**config.mk**
```make
export PLATFORM = sky130hd
export DESIGN_NAME = exp_rom_loader_flat
export DESIGN_NICKNAME = d
export VERILOG_FILES = /design/src/rtl/exp_rom_loader_if.sv /design/src/rtl/exp_rom_loader.sv /design/src/flat_wrapper.sv
export SDC_FILE = /design/constraint.sdc
export NUM_CORES = 1
export LEC_CHECK = 0
export CORE_MARGIN = 5
export CORE_UTILIZATION = 35
export CTS_CLUSTER_DIAMETER = 150
export DETAILED_ROUTE_END_ITERATION = 10
export GPL_ROUTABILITY_DRIVEN = 1
export RECOVER_POWER = 50
export SYNTH_ARGS = -nofsm -noshare
export SYNTH_HDL_FRONTEND = slang
export SYNTH_SLANG_ARGS = --single-unit
```
**constraint.sdc**
```tcl
create_clock -name clk_sys -period 9.2 [get_ports clk_sys]
set_input_delay 0.92 -clock clk_sys [delete_from_list [all_inputs] [get_ports clk_sys]]
set_output_delay 0.92 -clock clk_sys [all_outputs]
set_load 0.05 [all_outputs]
```
**src/rtl/exp_rom_loader_if.sv**
```systemverilog
// ioctl download stream, SDRAM boot-write port and loaded-page bitmap query
// for exp_rom_loader. The master is the HPS/host side; the slave is the loader.
interface exp_rom_loader_if #(
  parameter int BANKS     = 2,
  parameter int PAGE_BITS = 8
);
  localparam int BANK_W = (BANKS > 1) ? $clog2(BANKS) : 1;

  logic                 ce_ref;
  logic                 ioctl_download;
  logic                 ioctl_wr;
  logic [24:0]          ioctl_addr;
  logic [7:0]           ioctl_dout;
  logic [7:0]           ioctl_index;
  logic [31:0]          ioctl_file_ext;
  logic                 ioctl_wait;
  logic                 boot_wr;
  logic [22:0]          boot_a;
  logic [BANK_W-1:0]    boot_bank;
  logic [7:0]           boot_dout;
  logic                 map_clr;
  logic [PAGE_BITS-1:0] map_addr;
  logic                 map_hit;
  logic                 bad_ext;

  modport master (
    output ce_ref, ioctl_download, ioctl_wr, ioctl_addr, ioctl_dout,
           ioctl_index, ioctl_file_ext, map_clr, map_addr,
    input  ioctl_wait, boot_wr, boot_a, boot_bank, boot_dout, map_hit, bad_ext
  );

  modport slave (
    input  ce_ref, ioctl_download, ioctl_wr, ioctl_addr, ioctl_dout,
           ioctl_index, ioctl_file_ext, map_clr, map_addr,
    output ioctl_wait, boot_wr, boot_a, boot_bank, boot_dout, map_hit, bad_ext
  );
endinterface

```
**src/rtl/exp_rom_loader.sv**
```systemverilog
// Boot/expansion ROM download path: turns ioctl bytes into ce_ref-paced SDRAM
// writes, mirrors expansion ROMs across banks and tracks loaded ROM pages.
module exp_rom_loader #(
  parameter int         BANKS     = 2,
  parameter int         PAGE_BITS = 8,
  parameter logic [8:0] MF2_PAGE  = 9'h1FF,
  parameter logic [8:0] BAD_PAGE  = 9'h1EE
) (
  input  logic             clk_sys,
  input  logic             reset,
  exp_rom_loader_if.slave  bus
);
  localparam int BANK_W = (BANKS > 1) ? $clog2(BANKS) : 1;
  localparam int MAP_N  = 1 << PAGE_BITS;

  typedef enum logic [1:0] {S_IDLE, S_ARM, S_WRITE} state_t;

  state_t               r_state;
  state_t               w_state_nxt;

  logic                 r_dl_d;
  logic                 r_wait;
  logic                 r_wr;
  logic [22:0]          r_a;
  logic [BANK_W-1:0]    r_bank;
  logic [7:0]           r_dout;
  logic [8:0]           r_page;
  logic                 r_combo;
  logic                 r_bad;
  logic                 r_map_hit;
  logic [MAP_N-1:0]     r_bitmap;

  logic                 w_is_exp;
  logic                 w_mirror;
  logic                 w_dl_start;
  logic [10:0]          w_slot;
  logic                 w_sys_ok;
  logic [8:0]           w_sys_page;
  logic [8:0]           w_exp_page;
  logic [4:0]           w_hi;
  logic [4:0]           w_lo;
  logic [8:0]           w_start_page;
  logic                 w_start_bad;
  logic                 w_start_combo;
  logic                 w_take;
  logic                 w_accept;
  logic                 w_arm_fire;
  logic                 w_write_fire;
  logic                 w_next_bank;
  logic                 w_done;
  logic                 w_unused_ext;

  // {valid, value} for one ASCII hex digit, upper case only
  function automatic logic [4:0] hex_nib(input logic [7:0] c);
    if (c >= 8'h30 && c <= 8'h39)      return {1'b1, c[3:0]};
    else if (c >= 8'h41 && c <= 8'h46) return {1'b1, c[3:0] + 4'd9};
    else                               return 5'b0;
  endfunction

  assign w_unused_ext = ^bus.ioctl_file_ext[31:16];

  assign w_is_exp   = (bus.ioctl_index != 8'd0);
  assign w_mirror   = w_is_exp &&
                      (bus.ioctl_index[7:6] == 2'b01 || bus.ioctl_index[5:0] != 6'd0);
  assign w_dl_start = bus.ioctl_download && !r_dl_d && w_is_exp;
  assign w_slot     = bus.ioctl_addr[24:14];
  assign w_sys_ok   = int'(w_slot) < 4 * BANKS;
  assign w_exp_page = r_page + {1'b0, bus.ioctl_addr[21:14]};
  assign w_take     = (r_state == S_IDLE) && bus.ioctl_wr && bus.ioctl_download;
  assign w_hi       = hex_nib(bus.ioctl_file_ext[15:8]);
  assign w_lo       = hex_nib(bus.ioctl_file_ext[7:0]);

  always_comb begin
    w_sys_page = 9'h000;
    case (w_slot[1:0])
      2'd0:    w_sys_page = 9'h000;
      2'd1:    w_sys_page = 9'h100;
      2'd2:    w_sys_page = 9'h107;
      default: w_sys_page = 9'h1FF;
    endcase
  end

  // Invalid characters leave the matching BAD_PAGE nibble in place
  always_comb begin
    w_start_page  = BAD_PAGE;
    w_start_bad   = !(w_hi[4] && w_lo[4]);
    w_start_combo = 1'b0;
    if (w_hi[4]) w_start_page[7:4] = w_hi[3:0];
    if (w_lo[4]) w_start_page[3:0] = w_lo[3:0];
    if (bus.ioctl_file_ext[15:0] == 16'h5A5A) begin
      w_start_page = 9'h000;
      w_start_bad  = 1'b0;
    end else if (bus.ioctl_file_ext[15:0] == 16'h5A30) begin
      w_start_page  = 9'h000;
      w_start_bad   = 1'b0;
      w_start_combo = 1'b1;
    end
  end

  always_comb begin
    w_state_nxt  = r_state;
    w_accept     = 1'b0;
    w_arm_fire   = 1'b0;
    w_write_fire = 1'b0;
    w_next_bank  = 1'b0;
    w_done       = 1'b0;
    case (r_state)
      S_IDLE: begin
        if (w_take && (w_is_exp || w_sys_ok)) begin
          w_accept    = 1'b1;
          w_state_nxt = S_ARM;
        end
      end
      S_ARM: begin
        if (bus.ce_ref) begin
          w_arm_fire  = 1'b1;
          w_state_nxt = S_WRITE;
        end
      end
      S_WRITE: begin
        if (bus.ce_ref) begin
          w_write_fire = 1'b1;
          if (w_mirror && int'(r_bank) < BANKS - 1) begin
            w_next_bank = 1'b1;
            w_state_nxt = S_ARM;
          end else begin
            w_done      = 1'b1;
            w_state_nxt = S_IDLE;
          end
        end
      end
      default: w_state_nxt = S_IDLE;
    endcase
  end

  always_ff @(posedge clk_sys or posedge reset) begin
    if (reset) r_state <= S_IDLE;
    else       r_state <= w_state_nxt;
  end

  always_ff @(posedge clk_sys or posedge reset) begin
    if (reset) begin
      r_dl_d  <= 1'b0;
      r_wait  <= 1'b0;
      r_wr    <= 1'b0;
      r_a     <= '0;
      r_bank  <= '0;
      r_dout  <= '0;
      r_page  <= '0;
      r_combo <= 1'b0;
      r_bad   <= 1'b0;
    end else begin
      r_dl_d <= bus.ioctl_download;
      if (w_take) begin
        r_dout     <= bus.ioctl_dout;
        r_a[13:0]  <= bus.ioctl_addr[13:0];
      end
      if (w_accept) begin
        r_wait <= 1'b1;
        if (w_is_exp) begin
          r_a[22:14] <= w_exp_page;
          r_bank     <= '0;
        end else begin
          r_a[22:14] <= w_sys_page;
          r_bank     <= w_slot[BANK_W+1:2];
        end
      end
      if (w_arm_fire)   r_wr <= 1'b1;
      if (w_write_fire) r_wr <= 1'b0;
      if (w_next_bank)  r_bank <= r_bank + 1'b1;
      if (w_done) begin
        r_wait <= 1'b0;
        // Last byte of the first 16 KB combo chunk switches to the MF2 page
        if (r_combo && r_a[13:0] == 14'h3FFF) begin
          r_combo <= 1'b0;
          r_page  <= MF2_PAGE;
        end
      end
      if (w_dl_start) begin
        r_page  <= w_start_page;
        r_combo <= w_start_combo;
        r_bad   <= w_start_bad;
      end
    end
  end

  always_ff @(posedge clk_sys or posedge reset) begin
    if (reset) begin
      r_bitmap  <= '0;
      r_map_hit <= 1'b0;
    end else begin
      if (bus.map_clr)
        r_bitmap <= '0;
      else if (w_done && r_a[22])
        r_bitmap[r_a[14 +: PAGE_BITS]] <= 1'b1;
      r_map_hit <= r_bitmap[bus.map_addr];
    end
  end

  assign bus.ioctl_wait = r_wait;
  assign bus.boot_wr    = r_wr;
  assign bus.boot_a     = r_a;
  assign bus.boot_bank  = r_bank;
  assign bus.boot_dout  = r_dout;
  assign bus.map_hit    = r_map_hit;
  assign bus.bad_ext    = r_bad;
endmodule
```
**src/flat_wrapper.sv**
```systemverilog
// flat-port wrapper written by rule: the top's interface ports become plain ports
module exp_rom_loader_flat 
#(
  parameter int         BANKS     = 2,
  parameter int         PAGE_BITS = 8,
  parameter logic [8:0] MF2_PAGE  = 9'h1FF,
  parameter logic [8:0] BAD_PAGE  = 9'h1EE
)
  (clk_sys, reset, bus_ce_ref, bus_ioctl_download, bus_ioctl_wr, bus_ioctl_addr, bus_ioctl_dout, bus_ioctl_index, bus_ioctl_file_ext, bus_map_clr, bus_map_addr, bus_ioctl_wait, bus_boot_wr, bus_boot_a, bus_boot_bank, bus_boot_dout, bus_map_hit, bus_bad_ext);
  exp_rom_loader_if #(.BANKS(BANKS), .PAGE_BITS(PAGE_BITS)) bus_i ();
  input  logic clk_sys;
  input  logic reset;
  input wire logic [$bits(bus_i.ce_ref)-1:0] bus_ce_ref;
  input wire logic [$bits(bus_i.ioctl_download)-1:0] bus_ioctl_download;
  input wire logic [$bits(bus_i.ioctl_wr)-1:0] bus_ioctl_wr;
  input wire logic [$bits(bus_i.ioctl_addr)-1:0] bus_ioctl_addr;
  input wire logic [$bits(bus_i.ioctl_dout)-1:0] bus_ioctl_dout;
  input wire logic [$bits(bus_i.ioctl_index)-1:0] bus_ioctl_index;
  input wire logic [$bits(bus_i.ioctl_file_ext)-1:0] bus_ioctl_file_ext;
  input wire logic [$bits(bus_i.map_clr)-1:0] bus_map_clr;
  input wire logic [$bits(bus_i.map_addr)-1:0] bus_map_addr;
  output wire logic [$bits(bus_i.ioctl_wait)-1:0] bus_ioctl_wait;
  output wire logic [$bits(bus_i.boot_wr)-1:0] bus_boot_wr;
  output wire logic [$bits(bus_i.boot_a)-1:0] bus_boot_a;
  output wire logic [$bits(bus_i.boot_bank)-1:0] bus_boot_bank;
  output wire logic [$bits(bus_i.boot_dout)-1:0] bus_boot_dout;
  output wire logic [$bits(bus_i.map_hit)-1:0] bus_map_hit;
  output wire logic [$bits(bus_i.bad_ext)-1:0] bus_bad_ext;
  assign bus_i.ce_ref = bus_ce_ref;
  assign bus_i.ioctl_download = bus_ioctl_download;
  assign bus_i.ioctl_wr = bus_ioctl_wr;
  assign bus_i.ioctl_addr = bus_ioctl_addr;
  assign bus_i.ioctl_dout = bus_ioctl_dout;
  assign bus_i.ioctl_index = bus_ioctl_index;
  assign bus_i.ioctl_file_ext = bus_ioctl_file_ext;
  assign bus_i.map_clr = bus_map_clr;
  assign bus_i.map_addr = bus_map_addr;
  assign bus_ioctl_wait = bus_i.ioctl_wait;
  assign bus_boot_wr = bus_i.boot_wr;
  assign bus_boot_a = bus_i.boot_a;
  assign bus_boot_bank = bus_i.boot_bank;
  assign bus_boot_dout = bus_i.boot_dout;
  assign bus_map_hit = bus_i.map_hit;
  assign bus_bad_ext = bus_i.bad_ext;
  exp_rom_loader #(.BANKS(BANKS), .PAGE_BITS(PAGE_BITS), .MF2_PAGE(MF2_PAGE), .BAD_PAGE(BAD_PAGE)) u_core (.clk_sys(clk_sys), .reset(reset), .bus(bus_i));
endmodule
```
# Word-level counts from Yosys, hierarchy flattened
# Index checks and enable logic that the tools add are counted.
# op_classes
addsub	4
magnitude_cmp	13
eq_ne	11
muxes	49
bitwise_logic	1
reduce_logical	31
# ops
op	count
two-way mux 256 bit	2
OR 256 bit	1
two-way mux 9 bit	6
== test 16 x 15 -> 1 bit (second input constant)	2
two-way mux 1 bit	28
one-hot mux 9 bit (3 select lines)	1
two-way mux 5 bit	4
< comparator 8 x 9 -> 1 bit (second input constant)	2
greater-or-equal comparator 8 x 6 -> 1 bit (second input constant)	2
greater-or-equal comparator 8 x 7 -> 1 bit (second input constant)	2
<= comparator 8 x 6 -> 1 bit (second input constant)	2
<= comparator 8 x 7 -> 1 bit (second input constant)	2
logical AND 1 bit	15
== test 14 bit (second input constant)	1
nonzero test 2 bit	6
< comparator 11 x 4 -> 1 bit (second input constant)	1
adder 9 x 8 -> 9 bit	1
adder 4 bit (second input constant)	2
binary-select mux 1 bit (select 8 bit)	1
demux 1 bit (select 8 bit)	1
greater-or-equal comparator 8 x 1 -> 1 bit (second input constant)	1
two-way mux 4 bit	2
nonzero test 8 bit	1
== test 2 x 1 -> 1 bit (second input constant)	3
12 further kinds	20
# word_totals
ff_bits	305
inputBits	87

# Logic depth before layout (Yosys ltp)
# logic_depth
word_depth	10
depth_mapped	11
ltp_nobuf	9

# Least setup slack after synthesis
# No wires, ideal clock.
# synth_path
kind	input -> register
start	in bus_map_addr[1]
end	reg u_core.r_map_hit, in the netlist u_core.bus.map_hit
setup_ps	138
arrival_time_ps	2634
slack_ps	6428
cell_stages	10
path_buffers	4
cell_sequence	buf_2 buf_2 buf_4 buf_2 mux2i_1 o22ai_1 o41ai_1 o22ai_1 o21ai_1 o2111ai_1
# synth_via
elab_chain_cells	2
# synth_rtl
element	line	rtl
start, declared	flat_wrapper.sv:21	input wire logic [$bits(bus_i.map_addr)-1:0] bus_map_addr;
binary-select mux 1 bit (select 8 bit)	exp_rom_loader.sv:196	r_map_hit <= r_bitmap[bus.map_addr];
two-way mux 1 bit (not written as such)	exp_rom_loader.sv:196	
end signal, assigned	exp_rom_loader.sv:196	
end, declared	exp_rom_loader.sv:30	logic r_map_hit;
# Every way passes these cells. The select of a mux whose other input is x is not followed.
# A chain may end at the register's enable or synchronous reset.

# Final worst setup path
# layout_path
start	in bus_ioctl_download
end	reg u_core.r_a[21], in the netlist u_core.bus.boot_a[21]
# layout_via
elab_chain_cells	4
# layout_rtl
element	line	rtl
start, declared	flat_wrapper.sv:14	input wire logic [$bits(bus_i.ioctl_download)-1:0] bus_ioctl_download;
logical AND 1 bit	exp_rom_loader.sv:69	assign w_take = (r_state == S_IDLE) && bus.ioctl_wr && bus.ioctl_download;
logical AND 1 bit	exp_rom_loader.sv:109	if (w_take && (w_is_exp || w_sys_ok)) begin
two-way mux 1 bit	exp_rom_loader.sv:109	
two-way mux 1 bit	exp_rom_loader.sv:107	case (r_state)
end signal, assigned	exp_rom_loader.sv:161	r_a[22:14] <= w_exp_page;
end signal, assigned	exp_rom_loader.sv:164	r_a[22:14] <= w_sys_page;
end, declared	exp_rom_loader.sv:24	logic [22:0] r_a;
# Every way passes these cells.

==> summary.md <==
| Metric | Value |
|---|---|
| # Post-CTS Setup Buffers | `0` |
| Die footprint | `around 45000 um2` |
| Final Critical Period | `4.97 ns` |
| Syn-to-layout area delta | `17.3%` |
| GRT Overall Usage | `16.7%` |
| DP HPWL | `23200 um` |
| VDD IR max | `211 uV` |
| Switching part of the total | `approximately a third` |
| Clk network pwr share | `between 30% and 40%` |
| HP Class | `reg -> reg` |
| Leak Pwr | `7.45 nW` |
| Share of layout cells above drive strength 1 | `9.73%` |
| Die Y | `~210 um` |
| Ys async rst share | `100%` |
| Synth top area cells | `dfrtp_1 53%, a21oi_1 9.9%, nor2_1 8.1%, mux2i_1 4.8%, mux4_2 3.4%` |
| Setup Crit Path Kind | `in -> reg` |
| Fillers | `about 4000` |
| Final WL | `about 38000 um` |
| Top Metal Used | `met4` |
| Post-synthesis sequential area ratio | `53.1%` |
| Worst-path fanout max | `25` |
| Hold Violations, Final | `0` |
| Synth Instances | `about 1400` |
| 1st-pass router iterations | `7` |
| Max Root-Sink Buffers | `3` |
| Max-cap viol count | `4` |
| Crit path DAT | `roughly 5.3 ns` |
| CTS tree | `done` |
| Critical path cell sequence | `dlygate4sd3_1, nor4bb_4, clkbuf_1, a21boi_0, a21boi_0, nor3b_1, a2111oi_0` |
| Via count of the first global-routing pass | `10900` |
| Inst Count DP | `1932` |
| # rows | `74` |
| TritonCTS Buffers | `34` |
| Synth top area share | `53.1%` |
| Final RePlAce weighted congestion | `0.783` |
| Number of diodes | `0` |
| Clk slew on worst S/H paths | `about 0.06 ns` |
| Initial Util | `35.3%` |
| Syn nets | `1486` |
| Crit path top cell by count | `a21boi_0` |
| RSZ-0062 raised after global routing | `false` |
| Layout Cells excl Fill | `1992` |
| PD cells | `around 220 nW/um2` |
| Hold-fix buffers, CTS | `0` |
| Clock latency on the worst-skew pair | `0.52 ns` |
| Yosys warns | `0` |
| Syn Std Cell Area | `14400 um2` |
| Setup crit end kind | `register` |
| GRT overflow | `0` |
| Netlist cell types | `64` |
| Die span in x | `around 210 um` |
| Count leader, synth | `nor2_1` |
| Power Internal | `2.47 mW` |
| Top post-synthesis cells by count | `310 x nor2_1, 305 x dfrtp_1, 283 x a21oi_1, 69 x mux2i_1, 67 x clkbuf_1` |
| Mean Syn Cell Area | `about 10 um2` |
| Final net count | `1541` |
| Seq pwr share | `40.8%` |
| EDFF count, synth | `0` |
| Combinational Power Share | `23.4%` |
| Worst setup SP type | `input port` |
| Worst clock skew | `0.0142 ns` |
| Port Buffers | `106` |
| Global-route wire length before repair | `60900 um` |
| Failing checks | `max-capacitance violations, max-slew violations` |
| CTS root buffer | `clkbuf_16` |
| Run status | `finished, violations left` |
| Final worst-path cycle share | `54.1%` |
| Setup total negative slack | `0 ns` |
| Antenna viol nets, final | `0` |
| Metal-1 WL | `between 15000 and 20000 um` |
| Max-slew violations | `85` |
| Cell family with most CP delay | `compound AO/OA/AOI/OAI gates` |
| Largest net degree at the start of global routing | `about 150` |
| Drt via density | `roughly 5.4` |
| Area leader, netlist | `dfrtp_1` |
| Post-cts resize count | `0` |
| Met2 wire length | `17700 um` |
| CP Data Required Time | `9.55 ns` |
| Detailed-route via count | `roughly 11000` |
| H-Tree Depth | `2` |
| Worst-margin pin slew | `between 2 and 3 ns` |
| Drt first-iter violations | `roughly 1000` |
| Crit path buf inv count | `2` |
| Largest stage delay, worst path | `approximately 1.6 ns` |
| Final setup violation count | `0` |
| Initial antenna violation count | `0` |
| CP max-delay cell | `a21boi_0` |
| Switching Power | `1.30 mW` |
| Residual DRC | `0` |
| Area of the core | `between 40000 and 50000 um2` |
| TritonCTS Sinks | `305` |
| Routed wl met3 | `between 2000 and 2500 um` |
| #FFs+latches synth | `between 300 and 400` |
| FMAX | `201 MHz` |
| # IOs | `123` |
| Slew HR | `-93.5%` |
| Routed wire length per instance | `~19 um` |
| Main synth FF type | `dfrtp_1` |
[flip-flops by register name, indices dropped and copies added, names as in the netlist]
register	count
u_core.r_bitmap	256
u_core.bus.boot_a	23
u_core.r_page	9
u_core.bus.boot_dout	8
u_core.r_state	2
u_core.bus.bad_ext	1
u_core.bus.boot_bank	1
u_core.bus.boot_wr	1
u_core.bus.ioctl_wait	1
u_core.bus.map_hit	1
u_core.r_combo	1
u_core.r_dl_d	1
[worst reg2reg max path, delay by kind of cell (launching register included)]
family | cells | cell delay (ns)
buf+inv | 1 | 0.97
compound gates | 3 | 2.36
simple gates | 2 | 0.54
flops | 1 | 0.47
[worst paths after layout]
path                       depth (start not counted)               endpoint  slack (ns)                 from
max reg2reg                                        6  u_core.bus.boot_a[21]        4.68    u_core.r_state[0]
min                                                2    u_core.r_bitmap[27]        0.49  u_core.r_bitmap[27]
max in group asynchronous                          4   u_core.r_bitmap[155]        4.30                reset
min reg2reg                                        2    u_core.r_bitmap[27]        0.49  u_core.r_bitmap[27]
min in group asynchronous                          2  u_core.bus.ioctl_wait        1.11                reset
max                                                7  u_core.bus.boot_a[21]        4.23   bus_ioctl_download
[per-stage QoR]
step | worst slack, ns | power, mW | hold WS [ns] | utilization, % | cell area, um2
after global placement | 4.92 | 2.46 | 0.468 | 38.7 | 15800
after detailed placement | 4.89 | 2.47 | 0.476 | 38.7 | 15800
after global routing | 3.38 | 3.93 | 0.505 | 41.4 | 16900
final | 4.23 | 3.77 | 0.490 | 41.4 | 16900
after floorplan | 4.22 | 2.13 | 0.454 | - | 14400
after CTS | 5.44 | 3.83 | 0.490 | 41.5 | 16900
[cell usage in the layout, fill, tap and decap left out, types with 15 or more instances in the layout]
cell type	n
o22ai_1	20
buf_4	15
mux4_2	22
dfrtp_1	305
mux4_1	16
ha_1	17
a21oi_1	283
nor2_1	310
dlygate4sd3_1	38
clkbuf_16	35
nand2_1	30
mux2i_1	69
clkdlybuf4s50_1	65
mux2_2	25
[logic make-up (layout without fill, tap and decap cells)]
| family | count (synthesis) | in the layout | share of synthesized area, % |
|---|---|---|---|
| adder cells (fa/ha/maj) | 18 | 18 | 1.62 |
| AO/OA/AOI/OAI | 356 | 356 | 13.5 |
| flip-flops | 305 | 305 | 53.1 |
| XOR/XNOR | 9 | 9 | 0.549 |
| multiplexers | 132 | 132 | 13.1 |
| AND/OR/NAND/NOR | 447 | 447 | 14.4 |
| buffers and inverters | 114 | 193 | 3.67 |
[layout make-up]
class,instances,area (um2),area share [%]
inverter,11,42.5,0.252
tap,532,666,3.95
clock buffer,47,1010,6.00
multi-input combinational,962,6220,36.9
timing repair buffer,122,1180,7.01
clock inverter,13,101,0.601
sequential,305,7630,45.3
[layer usage]
layer,vias up,GRT usage [%]
met5,-,0
li1,4980,-
met4,0,4.44
met1,5366,23.3
met3,59,3.78
met2,295,26.6
[power groups by stage]
stage | clock network [mW] | logic (mW) | registers, mW
final | 1.35 | 0.880 | 1.54
after global placement | 0 | 0.904 | 1.56
after floorplan | 0 | 0.357 | 1.77
after CTS | 1.38 | 0.914 | 1.54
after detailed placement | 0 | 0.910 | 1.56
after global routing | 1.44 | 0.942 | 1.55
Note: power is estimated with default switching activity, not from simulation.
